===== src/rtl/pic_mem_arbiter_pkg.sv =====
// Shared state encoding and default sizing for the pic_mem port-2 arbiter.
package pic_mem_arbiter_pkg;

    typedef enum logic [1:0] {
        IDLE = 2'd0,
        OWN0 = 2'd1,
        OWN1 = 2'd2
    } arb_state_e;

    localparam int DEF_ADDR_W    = 12;
    localparam int DEF_DATA_W    = 16;
    localparam int DEF_BURST_MAX = 16;
    localparam int LOCK_CNT_W    = 8;

endpackage


===== src/rtl/pic_mem_arbiter.sv =====
// Two-master arbiter for pic_mem port 2: same-cycle grant, registered memory command,
// read-valid steered back to the issuing master. PIC_MEM_ARB_PRIO_EN selects m0-over-m1 priority.
module pic_mem_arbiter
    import pic_mem_arbiter_pkg::*;
#(
    parameter  int ADDR_W    = DEF_ADDR_W,
    parameter  int DATA_W    = DEF_DATA_W,
    parameter  int BURST_MAX = DEF_BURST_MAX,
    localparam int BE_W      = DATA_W / 8
) (
    input  logic              clk_clk,
    input  logic              reset_reset,

    input  logic              m0_req,
    input  logic              m0_write,
    input  logic              m0_lock,
    input  logic [ADDR_W-1:0] m0_address,
    input  logic [DATA_W-1:0] m0_writedata,
    input  logic [BE_W-1:0]   m0_byteenable,
    output logic              m0_gnt,
    output logic              m0_rvalid,
    output logic [DATA_W-1:0] m0_readdata,

    input  logic              m1_req,
    input  logic              m1_write,
    input  logic              m1_lock,
    input  logic [ADDR_W-1:0] m1_address,
    input  logic [DATA_W-1:0] m1_writedata,
    input  logic [BE_W-1:0]   m1_byteenable,
    output logic              m1_gnt,
    output logic              m1_rvalid,
    output logic [DATA_W-1:0] m1_readdata,

    output logic [ADDR_W-1:0] mem_address,
    output logic              mem_chipselect,
    output logic              mem_clken,
    output logic              mem_write,
    output logic [DATA_W-1:0] mem_writedata,
    output logic [BE_W-1:0]   mem_byteenable,
    input  logic [DATA_W-1:0] mem_readdata
);

    localparam logic [LOCK_CNT_W-1:0] BURST_LIM = LOCK_CNT_W'(BURST_MAX);

    arb_state_e            state_q, state_d;
    logic                  ptr_q, ptr_d;          // 1 = m1 wins the next IDLE tie
    logic [LOCK_CNT_W-1:0] lock_cnt_q, lock_cnt_d;
    logic [LOCK_CNT_W-1:0] lock_cnt_inc;

    logic                  gnt0, gnt1, any_gnt, sel_lock;

    logic                  cs_q, cs_d;
    logic                  wr_q, wr_d;
    logic                  src_q, src_d;          // master that issued the command stage
    logic [ADDR_W-1:0]     addr_q, addr_d;
    logic [DATA_W-1:0]     wdata_q, wdata_d;
    logic [BE_W-1:0]       be_q, be_d;
    logic                  clken_q;
    logic                  rvalid0_q, rvalid0_d;
    logic                  rvalid1_q, rvalid1_d;

    always_comb begin
        // NOTE: every signal written here gets a default first, so no path can infer a latch.
        gnt0 = 1'b0;
        gnt1 = 1'b0;
        case (state_q)
            IDLE: begin
`ifdef PIC_MEM_ARB_PRIO_EN
                if (m0_req) begin
                    gnt0 = 1'b1;
                end else if (m1_req) begin
                    gnt1 = 1'b1;
                end
`else
                if (m0_req && (!m1_req || !ptr_q)) begin
                    gnt0 = 1'b1;
                end else if (m1_req) begin
                    gnt1 = 1'b1;
                end
`endif
            end
            OWN0:    gnt0 = m0_req;
            OWN1:    gnt1 = m1_req;
            default: ;
        endcase
        // Grants are combinational, so they must be masked explicitly while reset is held.
        if (reset_reset) begin
            gnt0 = 1'b0;
            gnt1 = 1'b0;
        end
    end

    assign any_gnt      = gnt0 | gnt1;
    assign sel_lock     = gnt1 ? m1_lock : m0_lock;
    assign lock_cnt_inc = lock_cnt_q + LOCK_CNT_W'(1);

    always_comb begin
        state_d    = state_q;
        ptr_d      = ptr_q;
        lock_cnt_d = lock_cnt_q;
        if (any_gnt) begin
            ptr_d = gnt0;
            // The grant that reaches BURST_MAX is still served, then ownership is dropped.
            if (sel_lock && (lock_cnt_inc < BURST_LIM)) begin
                state_d    = gnt1 ? OWN1 : OWN0;
                lock_cnt_d = lock_cnt_inc;
            end else begin
                state_d    = IDLE;
                lock_cnt_d = '0;
            end
        end else if (state_q != IDLE) begin
            state_d    = IDLE;
            lock_cnt_d = '0;
        end
    end

    always_comb begin
        cs_d    = any_gnt;
        wr_d    = 1'b0;
        src_d   = 1'b0;
        addr_d  = '0;
        wdata_d = '0;
        be_d    = '0;
        if (gnt0) begin
            wr_d    = m0_write;
            addr_d  = m0_address;
            wdata_d = m0_writedata;
            be_d    = m0_byteenable;
        end else if (gnt1) begin
            wr_d    = m1_write;
            src_d   = 1'b1;
            addr_d  = m1_address;
            wdata_d = m1_writedata;
            be_d    = m1_byteenable;
        end
        rvalid0_d = cs_q && !wr_q && !src_q;
        rvalid1_d = cs_q && !wr_q &&  src_q;
    end

    // NOTE: all state updates use non-blocking assignments so every flop samples pre-edge values.
    always_ff @(posedge clk_clk or posedge reset_reset) begin
        if (reset_reset) begin
            state_q    <= IDLE;
            ptr_q      <= 1'b0;
            lock_cnt_q <= '0;
            cs_q       <= 1'b0;
            wr_q       <= 1'b0;
            src_q      <= 1'b0;
            addr_q     <= '0;
            wdata_q    <= '0;
            be_q       <= '0;
            clken_q    <= 1'b0;
            rvalid0_q  <= 1'b0;
            rvalid1_q  <= 1'b0;
        end else begin
            state_q    <= state_d;
            ptr_q      <= ptr_d;
            lock_cnt_q <= lock_cnt_d;
            cs_q       <= cs_d;
            wr_q       <= wr_d;
            src_q      <= src_d;
            addr_q     <= addr_d;
            wdata_q    <= wdata_d;
            be_q       <= be_d;
            clken_q    <= 1'b1;
            rvalid0_q  <= rvalid0_d;
            rvalid1_q  <= rvalid1_d;
        end
    end

    assign m0_gnt         = gnt0;
    assign m1_gnt         = gnt1;
    assign m0_rvalid      = rvalid0_q;
    assign m1_rvalid      = rvalid1_q;
    assign m0_readdata    = mem_readdata;
    assign m1_readdata    = mem_readdata;

    assign mem_address    = addr_q;
    assign mem_chipselect = cs_q;
    assign mem_clken      = clken_q;
    assign mem_write      = wr_q;
    assign mem_writedata  = wdata_q;
    assign mem_byteenable = be_q;

endmodule


===== config.mk =====
export PLATFORM = sky130hd
export DESIGN_NAME = pic_mem_arbiter
export DESIGN_NICKNAME = d
export VERILOG_FILES = /design/src/rtl/pic_mem_arbiter_pkg.sv /design/src/rtl/pic_mem_arbiter.sv
export SDC_FILE = /design/constraint.sdc
export NUM_CORES = 1
export LEC_CHECK = 0
export ABC_AREA = 0
export CORE_MARGIN = 3
export CORE_UTILIZATION = 36
export DETAILED_ROUTE_END_ITERATION = 16
export MAX_ROUTING_LAYER = met4
export PLACE_DENSITY = 0.83
export RECOVER_POWER = 100
export SLEW_MARGIN = 0
export SYNTH_ARGS = -nofsm -noshare
export SYNTH_HDL_FRONTEND = slang
export SYNTH_SLANG_ARGS = --single-unit

===== constraint.sdc =====
create_clock -name clk_clk -period 7.77 [get_ports clk_clk]
set_clock_uncertainty 0.05 [all_clocks]
set_input_delay 1.554 -clock clk_clk [delete_from_list [all_inputs] [get_ports clk_clk]]
set_output_delay 1.554 -clock clk_clk [all_outputs]
set_load 0.03 [all_outputs]

* After elaboration in Yosys (flattened, before gate mapping)
Index checks and enable logic that the tools add are counted.
** Word-level totals
- Output and inout bits :: 69
- Input bits :: 84
- Register bits after elaboration :: 47
- Word-level logic and storage cells :: 55
** Cells by class
- Equal/unequal tests :: 2
- Reductions and logical operators :: 13
- Multiplexer cells :: 25
- Magnitude comparators :: 1
- $add $sub $neg :: 1
- Bitwise logic cells :: 1
** Operator list (count)
- 16-bit 2-to-1 mux :: 2
- 12-bit 2-to-1 mux :: 2
- 8-bit 2-to-1 mux :: 3
- 2-bit 2-to-1 mux :: 6
- 1-bit 2-to-1 mux :: 10
- 8-bit by 1-bit adder with 8-bit output, second input constant :: 1
- 8-bit by 5-bit less-than comparator with 1-bit output, second input constant :: 1
- 1-bit logical AND :: 5
- 1-bit zero test :: 4
- 1-bit one-hot mux with 2 select lines :: 2
- 2-bit nonzero test :: 2
- 2-bit by 1-bit equality test with 1-bit output, second input constant :: 1
- 2-bit equality test, second input constant :: 1
- 2-bit zero test :: 1
- 1-bit logical OR :: 1
- 1-bit OR :: 1

* Longest topological paths before layout
- Depth after elaboration :: 10
- Gate-level depth with buffers :: 6

* Worst setup path before layout
OpenSTA, ideal clock, no wires.
- Kind :: in2out
- Start :: in reset_reset
- End :: out m1_gnt
- Path slack :: 2.912 ns
- Stages on the path :: 4
- Path buffers :: 2
- Arrival time :: 3.254 ns
- Cells stage by stage :: inv_1 > o211a_1 > buf_2 > buf_2
** On the way
- Word-level cells in the longest chain between the ends :: 1
** Ends and longest elaborated chain
- start, declared :: RTL line pic_mem_arbiter.sv:12 : input logic reset_reset,
- 1-bit 2-to-1 mux :: RTL line pic_mem_arbiter.sv:87 : if (reset_reset) begin
- end, declared :: RTL line pic_mem_arbiter.sv:30 : output logic m1_gnt,
Every way passes these cells.

* Worst setup path after layout
- Start :: in m1_req
- End :: out m0_gnt
** On the way
- Word-level cells in the longest chain between the ends :: 6
** Ends and longest elaborated chain
- start, declared :: RTL line pic_mem_arbiter.sv:24 : input logic m1_req,
- 1-bit zero test :: RTL line pic_mem_arbiter.sv:75 : if (m0_req && (!m1_req || !ptr_q)) begin
- 1-bit logical OR :: RTL line pic_mem_arbiter.sv:75
- 1-bit logical AND :: RTL line pic_mem_arbiter.sv:75
- 1-bit 2-to-1 mux :: RTL line pic_mem_arbiter.sv:75
- 1-bit one-hot mux with 2 select lines :: RTL line pic_mem_arbiter.sv:66 : case (state_q)
- 1-bit 2-to-1 mux :: RTL line pic_mem_arbiter.sv:87
- end, declared :: RTL line pic_mem_arbiter.sv:20 : output logic m0_gnt,
Every way passes these cells.

==> results.py <==
metrics = {
    "global_route": {
        "grt_pass1_vias": 1521,
        "gr-total-overflow": 0,
        "grt_pass1_wl_um": 7182,
        "antenna_found_initial": 0,
        "grt_max_degree": 50,
        "grt_use_total": 0.1459,
    },
    "clock_network": {
        "cts.htree.levels": 2,
        "ctsResizeCount": 0,
        "cts_hold_buf": 0,
        "clock_sinks": 47,
        "clk_path_buf_depth": 2,
        "clkTransAtPathRegs_ns": 0.09,
        "insertion_delay_ns": 0.30,
        "cts_made_buffers": 5,
        "cts_root_buf": "clkbuf_8",
        "tritoncts": "done",
        "post_cts_buffers": 0,
    },
    "layout": {
        "layout_commonest_cell": "clkdlybuf4s50_1",
        "multi_input_area_um2": 576.8,
        "fin_cells": 310,
        "drive_gt1_frac": 0.05417,
        "diodes": 0,
        "nets": 324,
        "areaGrowthSynthToFinish_pct": 48.01,
        "final_cell_mix": "clkdlybuf4s50_1 (65), dfrtp_1 (47), dlygate4sd3_1 (39)",
        "seqCellArea_mm2": 0.001176,
        "fillers": 466,
    },
    "sta": {
        "whs_ns": 0.3802,
        "finalSetupViolations": 0,
        "period_share": 0.7857,
        "worstMarginPinSlew_ns": 1.453,
        "timing.slew.headroom": 0.03140,
        "post-route-min-period_ns": 6.105,
        "rsz0062_at_grt": "no",
        "maxSlewViolCount": 0,
        "tns_ns": 0,
        "hold_viol": 0,
        "max_freq_mhz": 163.8,
    },
    "logic_synthesis": {
        "synth_nets": 249,
        "ys_seq_area_frac": 0.5763,
        "synth.avg_cell_area_um2": 12.44,
        "netlist.area_leader.share": 0.5763,
        "ys_warn_count": 0,
        "synth.largest_area_cell": "dfrtp_1",
        "ys_top_cells_by_area": "dfrtp_1 (58%), a22o_1 (13%), buf_4 (12%), buf_2 (1.7%), nand2_1 (1.3%)",
        "synth_cells": 164,
        "synth_cell_type_count": 31,
        "ys_seq_elements": 47,
        "synth_edf_count": 0,
        "synth_flop_cell": "dfrtp_1",
        "synthArstFlopShare": 1.000,
        "syn-cell-area_mm2": 0.002041,
    },
    "placed_design": {
        "place_hpwl_um": 3550,
        "place_inst": 302,
        "portBuffers": 104,
        "gp_congestion": 0.7554,
    },
    "flow_run": {
        "cap_violations": 0,
    },
    "power_and_ir_drop": {
        "swShare": 0.2625,
        "power.density_mw_per_mm2": 189.9,
        "power_leakage_nw": 1.437,
        "p_sw_uw": 150.6,
        "clkPwrFrac": 0.302,
        "p_seq_frac": 0.470,
        "p_int_uw": 423.0,
        "pwr-share-comb": 0.228,
        "vdd_drop_max_mv": 0.09559,
    },
    "floorplan": {
        "initial_utilization": 0.3849,
        "rows": 26,
        "chipWidth_um": 81.29,
        "ioPinCount": 153,
        "core_mm2": 0.005303,
        "fp.dieH_um": 81.29,
        "dieArea_mm2": 0.006608,
    },
    "status": {
        "status": "finished clean",
    },
    "critical_path": {
        "reg2reg_slack_ns": 5.48,
        "reg2reg_from": "state_q[1]",
        "crit_path_start": "m1_req",
        "cp.required_ns": 6.17,
        "cp_max_fo": 34,
        "critPathCaptureType": "primary output",
        "reg2regPathDepth": 4,
        "r2r-end": "mem_writedata[10]",
        "start_kind": "input pin",
        "crit_type": "in -> out",
        "critical_path.endpoint": "m0_gnt",
        "worstPathArrival_ns": 4.50,
    },
    "routing": {
        "vias": 1472,
        "drtPass1Iterations": 4,
        "vias_per_cell": 4.748,
        "drt-wirelength-per-cell_um": 14.91,
        "route.detailed.drc": 0,
        "ant_nets": 0,
        "drt_iter0_markers": 57,
        "routed_wl_um": 4623,
    },
    "min_path": {
        "min_path_cells": 1,
        "hold_path.class": "reg -> reg",
    },
}
==> power groups by stage <==
stage	combinational (mW)	clock, mW	sequential, mW
after floorplan	0.0656	0	0.305
after global placement	0.138	0	0.275
after detailed placement	0.139	0	0.276
after CTS	0.140	0.179	0.271
after global routing	0.139	0.190	0.272
final	0.131	0.173	0.270
==> metal layers <==
layer | track usage | vias up | part of all wire
met5 | - | - | 0
met3 | 0.02882 | 20 | 0.076
met1 | 0.1586 | 690 | 0.37
li1 | - | 699 | -
met2 | 0.2533 | 63 | 0.52
met4 | 0.07095 | 0 | 0.033
==> synth_stat cells (2+ instances only) <==
cell type and instances:
nand2b_1 2, and3_1 2, buf_4 32, a22o_1 31
inv_1 2, nand2_1 7, dfrtp_1 47, nand3_1 5
o211a_1 2, and2_1 4, buf_2 7, o2111ai_1 2
nor2b_1 3
==> logic make-up after synthesis <==
group,share of synthesized area
AOI/OAI and AO/OA,0.1668
adders and majority gates,0.006130
buffers and inverters,0.1386
DFF,0.5763
muxes,0.007355
other,0.001838
and+or+nand+nor,0.1030
==> flip-flops by register name (all words and copies together), names as in the netlist <==
| register | flops |
|---|---|
| lock_cnt_q | 8 |
| m0_rvalid | 1 |
| m1_rvalid | 1 |
| mem_address | 12 |
| mem_byteenable | 2 |
| mem_chipselect | 1 |
| mem_clken | 1 |
| mem_write | 1 |
| mem_writedata | 16 |
| ptr_q | 1 |
| src_q | 1 |
| state_q | 2 |
==> worst max-delay path, stage by stage <==
cell and delay, ns:
dlygate4sd3_1 0.55, nor2b_1 0.19, a211oi_4 0.23, clkbuf_1 1.08, dlygate4sd3_1 0.88
==> stage by stage <==
step / area (um^2) / setup slack [ns] / power [mW] / util
after floorplan: 2041 / 2.912 / 0.3705 / -
after global placement: 2924 / 2.186 / 0.4129 / 0.5514
after detailed placement: 2924 / 2.147 / 0.4151 / 0.5514
after CTS: 3037 / 2.134 / 0.5895 / 0.5727
after global routing: 3020 / 1.509 / 0.6009 / 0.5696
final: 3020 / 1.665 / 0.5736 / 0.5696
==> cell type report <==
type / instances / share of cell area
Timing Repair Buffer: 107 / 0.3509
Clock inverter: 3 / 0.01450
Inverter: 2 / 0.002485
Sequential cell: 47 / 0.3894
Tap cell: 70 / 0.02900
Clock buffer: 5 / 0.02278
Multi-Input combinational cell: 76 / 0.1910
==> worst min-delay path by stage <==
stage / startpoint / endpoint / slack, ns
detailed placement: src_q / m0_rvalid / 0.36
global placement: src_q / m0_rvalid / 0.36
global route: src_q / m0_rvalid / 0.40
floorplan: src_q / m0_rvalid / 0.35
CTS: src_q / m0_rvalid / 0.38
finish: src_q / m0_rvalid / 0.38
No activity file was read; power rests on OpenSTA's default activity.
